$ cat src/rtl/shift_mult_unit_if.sv
// shift_mult_unit_if: start/busy/done request bus for the shift/multiply unit.
// The master drives the operands; the slave returns result, done and busy.
interface shift_mult_unit_if #(
  parameter int WIDTH = 8
);
  logic             start;
  logic [1:0]       op;
  logic [WIDTH-1:0] data1;
  logic [WIDTH-1:0] data2;
  logic [WIDTH-1:0] result;
  logic             done;
  logic             busy;

  modport master (
    output start, op, data1, data2,
    input  result, done, busy
  );

  modport slave (
    input  start, op, data1, data2,
    output result, done, busy
  );
endinterface

$ cat src/rtl/shift_mult_unit.sv
// shift_mult_unit: single-cycle shifts/rotates and an 8-cycle shift-add
// multiply truncated to WIDTH bits, behind a start/busy/done handshake.
module shift_mult_unit #(
  parameter int WIDTH = 8
) (
  input logic              CLK,
  input logic              RESET,
  shift_mult_unit_if.slave bus
);
  typedef enum logic {IDLE, MUL} state_t;

  localparam logic [1:0] OP_LSH = 2'd0;
  localparam logic [1:0] OP_RSH = 2'd1;
  localparam logic [1:0] OP_MUL = 2'd2;

  state_t state, state_nx;

  logic [WIDTH-1:0]   mcand, mplier, acc;
  logic [WIDTH-1:0]   result_q, shres, pp, sum;
  logic [2*WIDTH-1:0] rot2;
  logic [3:0]         amt;
  logic [1:0]         mode;
  logic [2:0]         cnt;
  logic               done_q, accept, last;

  assign accept = bus.start && (state == IDLE);
  assign last   = (state == MUL) && (cnt == 3'd7);

  // Shifts by 8..15 fall out of << / >>> as zero or sign fill.
  always_comb begin
    amt   = bus.data2[3:0];
    mode  = bus.data2[7:6];
    rot2  = {bus.data1, bus.data1} >> amt[2:0];
    shres = '0;
    unique case (1'b1)
      bus.op == OP_LSH:
        shres = bus.data1 << amt;
      bus.op == OP_RSH && mode == 2'b01:
        shres = $signed(bus.data1) >>> amt;
      bus.op == OP_RSH && mode == 2'b10:
        shres = rot2[WIDTH-1:0];
      bus.op == OP_RSH && mode[0] == mode[1]:
        shres = bus.data1 >> amt;
      default:
        shres = '0;
    endcase
  end

  assign pp  = mplier[0] ? mcand : '0;
  assign sum = acc + pp;

  always_ff @(posedge CLK or negedge RESET) begin
    if (!RESET) state <= IDLE;
    else        state <= state_nx;
  end

  always_comb begin
    state_nx = state;
    unique case (state)
      IDLE: if (accept && bus.op == OP_MUL) state_nx = MUL;
      MUL:  if (last) state_nx = IDLE;
      default: state_nx = IDLE;
    endcase
  end

  always_comb begin
    bus.busy = (state == MUL);
  end

  always_ff @(posedge CLK or negedge RESET) begin
    if (!RESET) begin
      mcand    <= '0;
      mplier   <= '0;
      acc      <= '0;
      cnt      <= '0;
      result_q <= '0;
      done_q   <= 1'b0;
    end else begin
      done_q <= 1'b0;
      if (accept) begin
        if (bus.op == OP_MUL) begin
          mcand  <= bus.data1;
          mplier <= bus.data2;
          acc    <= '0;
          cnt    <= '0;
        end else begin
          result_q <= shres;
          done_q   <= 1'b1;
        end
      end else if (state == MUL) begin
        acc    <= sum;
        mcand  <= mcand << 1;
        mplier <= mplier >> 1;
        cnt    <= cnt + 3'd1;
        if (last) begin
          result_q <= sum;
          done_q   <= 1'b1;
        end
      end
    end
  end

  assign bus.result = result_q;
  assign bus.done   = done_q;
endmodule

$ cat src/flat_wrapper.sv
// flat-port wrapper written by rule: the top's interface ports become plain ports
module shift_mult_unit_flat 
#(
  parameter int WIDTH = 8
)
  (CLK, RESET, bus_start, bus_op, bus_data1, bus_data2, bus_result, bus_done, bus_busy);
  shift_mult_unit_if #(.WIDTH(WIDTH)) bus_i ();
  input logic CLK;
  input logic RESET;
  input wire logic [$bits(bus_i.start)-1:0] bus_start;
  input wire logic [$bits(bus_i.op)-1:0] bus_op;
  input wire logic [$bits(bus_i.data1)-1:0] bus_data1;
  input wire logic [$bits(bus_i.data2)-1:0] bus_data2;
  output wire logic [$bits(bus_i.result)-1:0] bus_result;
  output wire logic [$bits(bus_i.done)-1:0] bus_done;
  output wire logic [$bits(bus_i.busy)-1:0] bus_busy;
  assign bus_i.start = bus_start;
  assign bus_i.op = bus_op;
  assign bus_i.data1 = bus_data1;
  assign bus_i.data2 = bus_data2;
  assign bus_result = bus_i.result;
  assign bus_done = bus_i.done;
  assign bus_busy = bus_i.busy;
  shift_mult_unit #(.WIDTH(WIDTH)) u_core (.CLK(CLK), .RESET(RESET), .bus(bus_i));
endmodule
$ cat config.mk
export PLATFORM = sky130hd
export DESIGN_NAME = shift_mult_unit_flat
export DESIGN_NICKNAME = d
export VERILOG_FILES = /design/src/rtl/shift_mult_unit_if.sv /design/src/rtl/shift_mult_unit.sv /design/src/flat_wrapper.sv
export SDC_FILE = /design/constraint.sdc
export NUM_CORES = 1
export LEC_CHECK = 0
export ABC_CLOCK_PERIOD_IN_PS = 4100
export BUFFER_PORTS_ARGS = -buffer_cell sky130_fd_sc_hd__buf_4
export CORE_ASPECT_RATIO = 1.2
export CORE_UTILIZATION = 43
export CTS_CLUSTER_SIZE = 12
export DETAILED_ROUTE_END_ITERATION = 6
export GPL_TIMING_DRIVEN = 0
export PLACE_DENSITY = 0.61
export RECOVER_POWER = 50
export SLEW_MARGIN = 15
export SYNTH_ARGS = -nofsm -noshare
export SYNTH_HDL_FRONTEND = slang
export SYNTH_SLANG_ARGS = --single-unit
$ cat constraint.sdc
create_clock -name CLK -period 4.1 [get_ports CLK]
set_input_delay 0.41 -clock CLK [delete_from_list [all_inputs] [get_ports CLK]]
set_output_delay 0.41 -clock CLK [all_outputs]
set_load 0.05 [all_outputs]
==> results of run 1 <==
## through the flow
stage | instances | setup slack [ps] | area, µm² | hold slack, ps | util (%)
floorplan | 304 | 2010 | 2900 | 114 | -
global placement | 415 | 1630 | 3200 | 406 | 49.4
detailed placement | 415 | 1660 | 3200 | 405 | 49.4
CTS | 423 | 1620 | 3290 | 78.3 | 50.8
global route | 423 | 1470 | 3280 | 399 | 50.6
finish | 423 | 1590 | 3280 | 390 | 50.6
## cells in the final DEF, fill, tap and decap left out, drive strengths merged, types with 3 or more instances in the layout
cell type,instances
a21oi,8
dfrtp,37
a211oi,8
mux4,10
inv,6
o21a,4
nor3,7
a22o,6
o221ai,3
mux2i,24
nand2,35
buf,32
nor2,18
mux2,4
o21bai,3
nand4,3
and2,8
a32oi,3
o31ai,3
clkbuf,21
nor2b,4
o21ai,28
nand3,3
nand2b,3
o211ai,6
ha,11
## state kept, by name, summed over array words and instances (netlist names)
register           count
u_core.acc             8
u_core.mplier          8
u_core.bus.busy        1
u_core.mcand           8
u_core.cnt             3
u_core.bus.done        1
u_core.bus.result      8
## worst reg2reg max path: cells and delay by family (launching register included)
kind	cells	cell delay, ps
DFF	1	460
and+or+nand+nor	1	190
muxes	1	320
adders and majority gates	2	660
AOI/OAI and AO/OA	4	770
## worst paths after layout
path	cells after the start	start	endpoint
min in group asynchronous	1	RESET	u_core.acc[0]$_DFFE_PN0P_
setup / recovery	8	u_core.mplier[0]$_DFFE_PN0P_	u_core.bus.result[6]$_DFFE_PN0P_
hold / removal	3	bus_data2[7]	u_core.mplier[7]$_DFFE_PN0P_
hold reg to reg	2	u_core.mplier[1]$_DFFE_PN0P_	u_core.mplier[1]$_DFFE_PN0P_
setup reg to reg	8	u_core.mplier[0]$_DFFE_PN0P_	u_core.bus.result[6]$_DFFE_PN0P_
max in group asynchronous	1	RESET	u_core.bus.result[5]$_DFFE_PN0P_
## metal layers
metal / track usage [%] / part of all wire, % / vias to the layer above
met5: 0 / 0 / -
met4: 9.12 / 1.9 / 0
met3: 2.89 / 3.9 / 10
met2: 40.6 / 49 / 74
met1: 31.4 / 45 / 1264
li1: - / - / 1220
## synthesized netlist by cell type (2+ instances only)
cell type	number
inv_1	5
mux2_2	4
buf_2	4
nand3_1	3
o21bai_1	3
nor4b_1	2
buf_6	2
nor2_1	17
o211ai_1	6
a211o_1	2
a211oi_1	7
o311ai_1	2
nand3b_1	2
mux2i_1	24
o221ai_1	3
clkbuf_1	12
nand4_1	3
dfrtp_1	37
ha_1	11
mux4_2	5
o21ai_0	27
a21o_1	2
and2_1	8
o21a_1	4
a22oi_1	2
nand2_1	35
or3_1	2
nor2b_1	4
a21oi_1	8
o31ai_1	3
a22o_1	6
a32oi_1	3
a221o_1	2
mux4_1	5
o211a_1	2
nand2b_1	3
buf_4	3
or2_2	2
nor3_1	7
## area by class of cell
cell class	instances	area, µm²
clock inverter	3	21.3
sequential	37	926
multi-input combinational	239	1830
buffer	22	124
tap	85	106
inverter	6	22.5
clock buffer	5	68.8
fill	630	3210
timing repair buffer	26	184
## cell families after synthesis
group,count (synthesis)
AO/OA/AOI/OAI,95
XOR/XNOR,2
adder cells (fa/ha/maj),12
buffers and inverters,28
flip-flops,37
multiplexers,38
AND/OR/NAND/NOR,92
## power groups by stage
stage	Clock, mW	Sequential (mW)	Combinational, mW
3_5_place_dp	0	0.593	0.877
2_1_floorplan	0	0.693	0.505
3_3_place_gp	0	0.591	0.859
6_report	0.272	0.586	0.866
5_1_grt	0.290	0.605	0.952
4_1_cts	0.276	0.587	0.878
==> flow_metrics.env, run 1 <==
export IMPL_synth_simple_area_share_pct=15.5
export IMPL_seq_area_frac_synth_pct=31.9
export IMPL_clk_latency_ps=300
export IMPL_p_sw_share_pct=45.6
export IMPL_dieWidth_um=77.0
export IMPL_start_kind="flop"
export IMPL_cts_setup_buffers=0
export IMPL_critPathTopFamily="compound AO/OA/AOI/OAI gates"
export IMPL_clkPwrFrac_pct=15.8
export IMPL_grt_pass1_vias=2550
export IMPL_muxShareOfSynthArea_pct=18.2
export IMPL_ir_drop_mv=0.315
export IMPL_fin_crit_ps=2510
export IMPL_synth_top_area_cell="dfrtp_1"
export IMPL_worstMarginPinSlew_ps=1970
export IMPL_wire_per_inst_um=18.9
export IMPL_syn_nets=337
export IMPL_rows=32
export IMPL_syn_area_um2=2900
export IMPL_failed_checks="max-capacitance violations, max-slew violations"
export IMPL_area_growth_pct=13.1
export IMPL_cp_max_fo=9
export IMPL_async_flop_share_pct=100
export IMPL_synth_edf_count=0
export IMPL_cts_tree="done"
export IMPL_p_comb_share_pct=50.2
export IMPL_max_stage_delay_ps=460
export IMPL_synth_compound_area_share_pct=23.2
export IMPL_status="finished, violations left"
export IMPL_grt_max_degree=38
export IMPL_p_leak_nw=1.43
export IMPL_regToRegSetupSlack_ps=1590
export IMPL_maxCapViolCount=1
export IMPL_power_mw=1.72
export IMPL_period_share_pct=61.3
export IMPL_dr_pass1_iters=4
export IMPL_finalMaxSlewViolations=38
export IMPL_clockRootBuffer="clkbuf_8"
export IMPL_hold_violations=0
export IMPL_path_buf_inv=0
export IMPL_switching_power_mw=0.785
export IMPL_num_vias=2568
export IMPL_criticalPathCategory="reg2reg"
export IMPL_grt_pass1_wl_um=13100
export IMPL_dp_hpwl_um=6040
export IMPL_synth_cell_types=61
export IMPL_drive_gt1_share_pct=16.0
export IMPL_die_h_um=92.0
export IMPL_max_slew_margin_rel_pct=-31.6
export IMPL_setup_violations=0
export IMPL_wl_um=8000
export IMPL_synth_seq_cells=37
export IMPL_yosysTopAreaCellShare_pct=31.9
export IMPL_ios=31
export IMPL_clkSinkCount=37
export IMPL_clk_path_buf_depth=2
export IMPL_core_area_um2=6490
export IMPL_cts_hold_buf=0
export IMPL_htree_levels=2
export IMPL_via_per_inst=6.07
export IMPL_avgSynthCellArea_um2=9.54
export IMPL_dieArea_um2=7080
export IMPL_synth_top_family_by_area="compound AO/OA/AOI/OAI gates"
export IMPL_gp_congestion=0.912
export IMPL_overflow=0
export IMPL_drt_iter0_drc=189
export IMPL_finalNetCount=370
export IMPL_diodes=0
export IMPL_internal_power_mw=0.938
export IMPL_totalNegativeSetupSlack_ps=0
export IMPL_rsz0062_at_grt="false"
export IMPL_synth_xor_area_share_pct=0.604
export IMPL_crit_path_cell_trace="and2_1 > ha_1 > fa_1 > a211oi_1 > o21bai_1 > mux2i_1 > o31ai_1 > o21bai_1"
export IMPL_pwr_density_cell_nw_per_um2=526
export IMPL_synth_fa_ha_area_share_pct=5.44
export IMPL_p_seq_share_pct=34.0
export IMPL_crit_slowest_cell="dfrtp_1"
export IMPL_fmax_mhz=398
export IMPL_postRouteAntennaNets=0
export IMPL_path_clk_slew_ps=90
export IMPL_grt_total_usage_pct=24.0
export IMPL_crit_arrival_ps=2690
export IMPL_synth_cells=304
export IMPL_synth_ff_type="dfrtp_1"
export IMPL_end_kind="flop"
export IMPL_initial_utilization_pct=44.7
export IMPL_numCtsBuffers=5
export IMPL_required_ps=4280
export IMPL_io_buffer_count=26
export IMPL_drc_errors=0
export IMPL_hp_class="in2reg"
export IMPL_cts_resized=0
export IMPL_clock_skew_final_ps=13.3
export IMPL_synth_warnings=0
export IMPL_crit_top_cell="o21bai_1"
export IMPL_antenna_found_initial=0
export IMPL_synth_area_top_cells="dfrtp_1 32%, mux2i_1 8.3%, ha_1 4.7%"
Power figures use the tool's default switching activity.
==> inputs of run 2 (changes only) <==
- ABC_CLOCK_PERIOD_IN_PS: 4100 -> 2500
- clock period: 4.1 -> 2.5 ns (I/O delays scaled with it)
==> run 2 against run 1 <==
Combinational power grew 64%. Clock skew is essentially flat. First-iteration DRC count shrank 8.5%. Worst hold slack lost 150 ps. Largest power group unchanged. Utilization grew 0.25 points. Design area grew 0.50%. Non-clock buffer count grew 1. Sequential share of layout area shrank 0.10 points. The run now ends clean. Final cell count grew 0.24%. Power grew 64%. Worst setup slack lost 1500 ps.
==> flow_metrics.env, run 2 (synthesis results as in run 1) <==
export IMPL_hp_class="in2reg"
export IMPL_grt_pass1_vias=2550
export IMPL_drt_iter0_drc=173
export IMPL_num_vias=2580
export IMPL_holdWs_ps=236
export IMPL_finalMaxSlewViolations=0
export IMPL_totalNegativeSetupSlack_ps=0
export IMPL_overflow=0
export IMPL_max_slew_margin_rel_pct=39.6
export IMPL_finalNetCount=371
export IMPL_grt_max_degree=38
export IMPL_fmax_mhz=422
export IMPL_nFillCells=629
export IMPL_via_per_inst=6.08
export IMPL_status="finished, final reports clean"
export IMPL_start_kind="flop"
export IMPL_switching_power_mw=1.29
export IMPL_clock_skew_final_ps=13.4
export IMPL_dieWidth_um=77.0
export IMPL_worstMarginPinSlew_ps=907
export IMPL_rsz0062_at_grt="false"
export IMPL_clkPwrFrac_pct=15.7
export IMPL_die_h_um=92.0
export IMPL_maxCapViolCount=0
export IMPL_grt_pass1_wl_um=13100
export IMPL_cp_max_fo=9
export IMPL_clockRootBuffer="clkbuf_8"
export IMPL_final_common_cell="dfrtp_1"
export IMPL_clk_path_buf_depth=2
export IMPL_wire_per_inst_um=18.9
export IMPL_dr_pass1_iters=7
export IMPL_wl_um=8000
export IMPL_htree_levels=2
export IMPL_seqCellArea_um2=927
export IMPL_grtUsageMet1_pct=31.4
export IMPL_gp_congestion=0.912
export IMPL_drive_gt1_share_pct=16.8
export IMPL_internal_power_mw=1.54
export IMPL_diodes=0
export IMPL_crit_arrival_ps=2550
export IMPL_dieArea_um2=7080
export IMPL_multi_input_area_um2=1840
export IMPL_cts_setup_buffers=0
export IMPL_period_share_pct=94.7
export IMPL_setup_violations=0
export IMPL_io_buffer_count=26
export IMPL_end_kind="flop"
export IMPL_ios=31
export IMPL_area_growth_pct=13.6
export IMPL_cts_tree="done"
export IMPL_numCtsBuffers=5
export IMPL_clkSinkCount=37
export IMPL_p_seq_share_pct=34.0
export IMPL_ir_drop_mv=0.493
export IMPL_power_mw=2.83
export IMPL_use_met2_pct=40.6
export IMPL_layout_common_cells="36 x dfrtp_1, 35 x nand2_1, 26 x o21ai_0"
export IMPL_grt_busiest_layer="met2"
export IMPL_postRouteAntennaNets=0
export IMPL_use_met3_pct=2.89
export IMPL_initial_utilization_pct=44.7
export IMPL_hold_violations=0
export IMPL_rows=32
export IMPL_criticalPathCategory="reg2reg"
export IMPL_dp_hpwl_um=6040
export IMPL_fin_crit_ps=2370
export IMPL_p_comb_share_pct=50.3
export IMPL_p_leak_nw=1.43
export IMPL_antenna_found_initial=0
export IMPL_drc_errors=0
export IMPL_p_sw_share_pct=45.7
export IMPL_clk_latency_ps=300
export IMPL_path_clk_slew_ps=90
export IMPL_pwr_density_cell_nw_per_um2=858
export IMPL_grt_total_usage_pct=24.0
export IMPL_required_ps=2680
export IMPL_core_area_um2=6490
-- run 2: changes by cell type in the layout (fill, tap and decap cells not counted), sizes merged --
cell	previous run	this run
buf	32	30
clkbuf	21	23
dlygate4sd3	0	1
-- run 2: path summary, 6_finish.rpt --
check                      cells past startpoint                               end  slack [ps]                         start
setup / recovery                               8  u_core.bus.result[6]$_DFFE_PN0P_         130  u_core.mplier[0]$_DFFE_PN0P_
hold reg to reg                                2      u_core.mplier[1]$_DFFE_PN0P_         490  u_core.mplier[1]$_DFFE_PN0P_
max in group asynchronous                      2      u_core.mplier[0]$_DFFE_PN0P_        1280                         RESET
min in group asynchronous                      2         u_core.cnt[1]$_DFFE_PN0P_         610                         RESET
setup reg to reg                               8  u_core.bus.result[6]$_DFFE_PN0P_         130  u_core.mplier[0]$_DFFE_PN0P_
hold / removal                                 3      u_core.mplier[7]$_DFFE_PN0P_         240                  bus_data2[7]
-- run 2: cell type report --
class,instances,area share [%]
Clock buffer,5,2.09
Inverter,6,0.683
Timing Repair Buffer,27,5.58
Sequential cell,37,28.1
Tap cell,85,3.23
Clock inverter,3,0.645
Multi-Input combinational cell,239,55.8
Buffer,22,3.80
-- run 2: what timing repair did --
action | 4_1_cts | 5_1_grt
endpoints found under the hold margin | 37 | 0
hold buffers | 1 | 0
setup endpoints to repair | 0 | 3
resized for setup | 0 | 5
-- run 2: worst max-delay path: stages (launching register included) --
cell      delay [ps]
dfrtp_2          460
and2_1           170
ha_1             230
fa_1             450
a211oi_2         240
o21bai_1         140
mux2i_2          280
o31ai_1          110
o21bai_1         170
-- run 2: per-stage QoR --
step	std cells	setup WS [ps]	instance area [µm²]	utilization [%]
finish	424	133	3300	50.8
global route	424	14.4	3300	50.8
CTS	424	17.2	3300	50.9
detailed placement	415	63.9	3200	49.4
global placement	415	27.2	3200	49.4
floorplan	304	406	2900	-
-- run 2: power groups by stage --
| stage | registers [mW] | clock network [mW] | logic (mW) |
|---|---|---|---|
| detailed placement | 0.972 | 0 | 1.44 |
| finish | 0.962 | 0.444 | 1.42 |
| CTS | 0.963 | 0.452 | 1.44 |
| global placement | 0.969 | 0 | 1.41 |
| floorplan | 1.14 | 0 | 0.829 |
| global route | 0.992 | 0.475 | 1.56 |
-- run 2: per-layer routing --
metal / vias up / wire length (µm)
met2: 76 / 3880
met1: 1269 / 3590
met4: 0 / 176
met5: - / 0
met3: 13 / 347
li1: 1222 / -
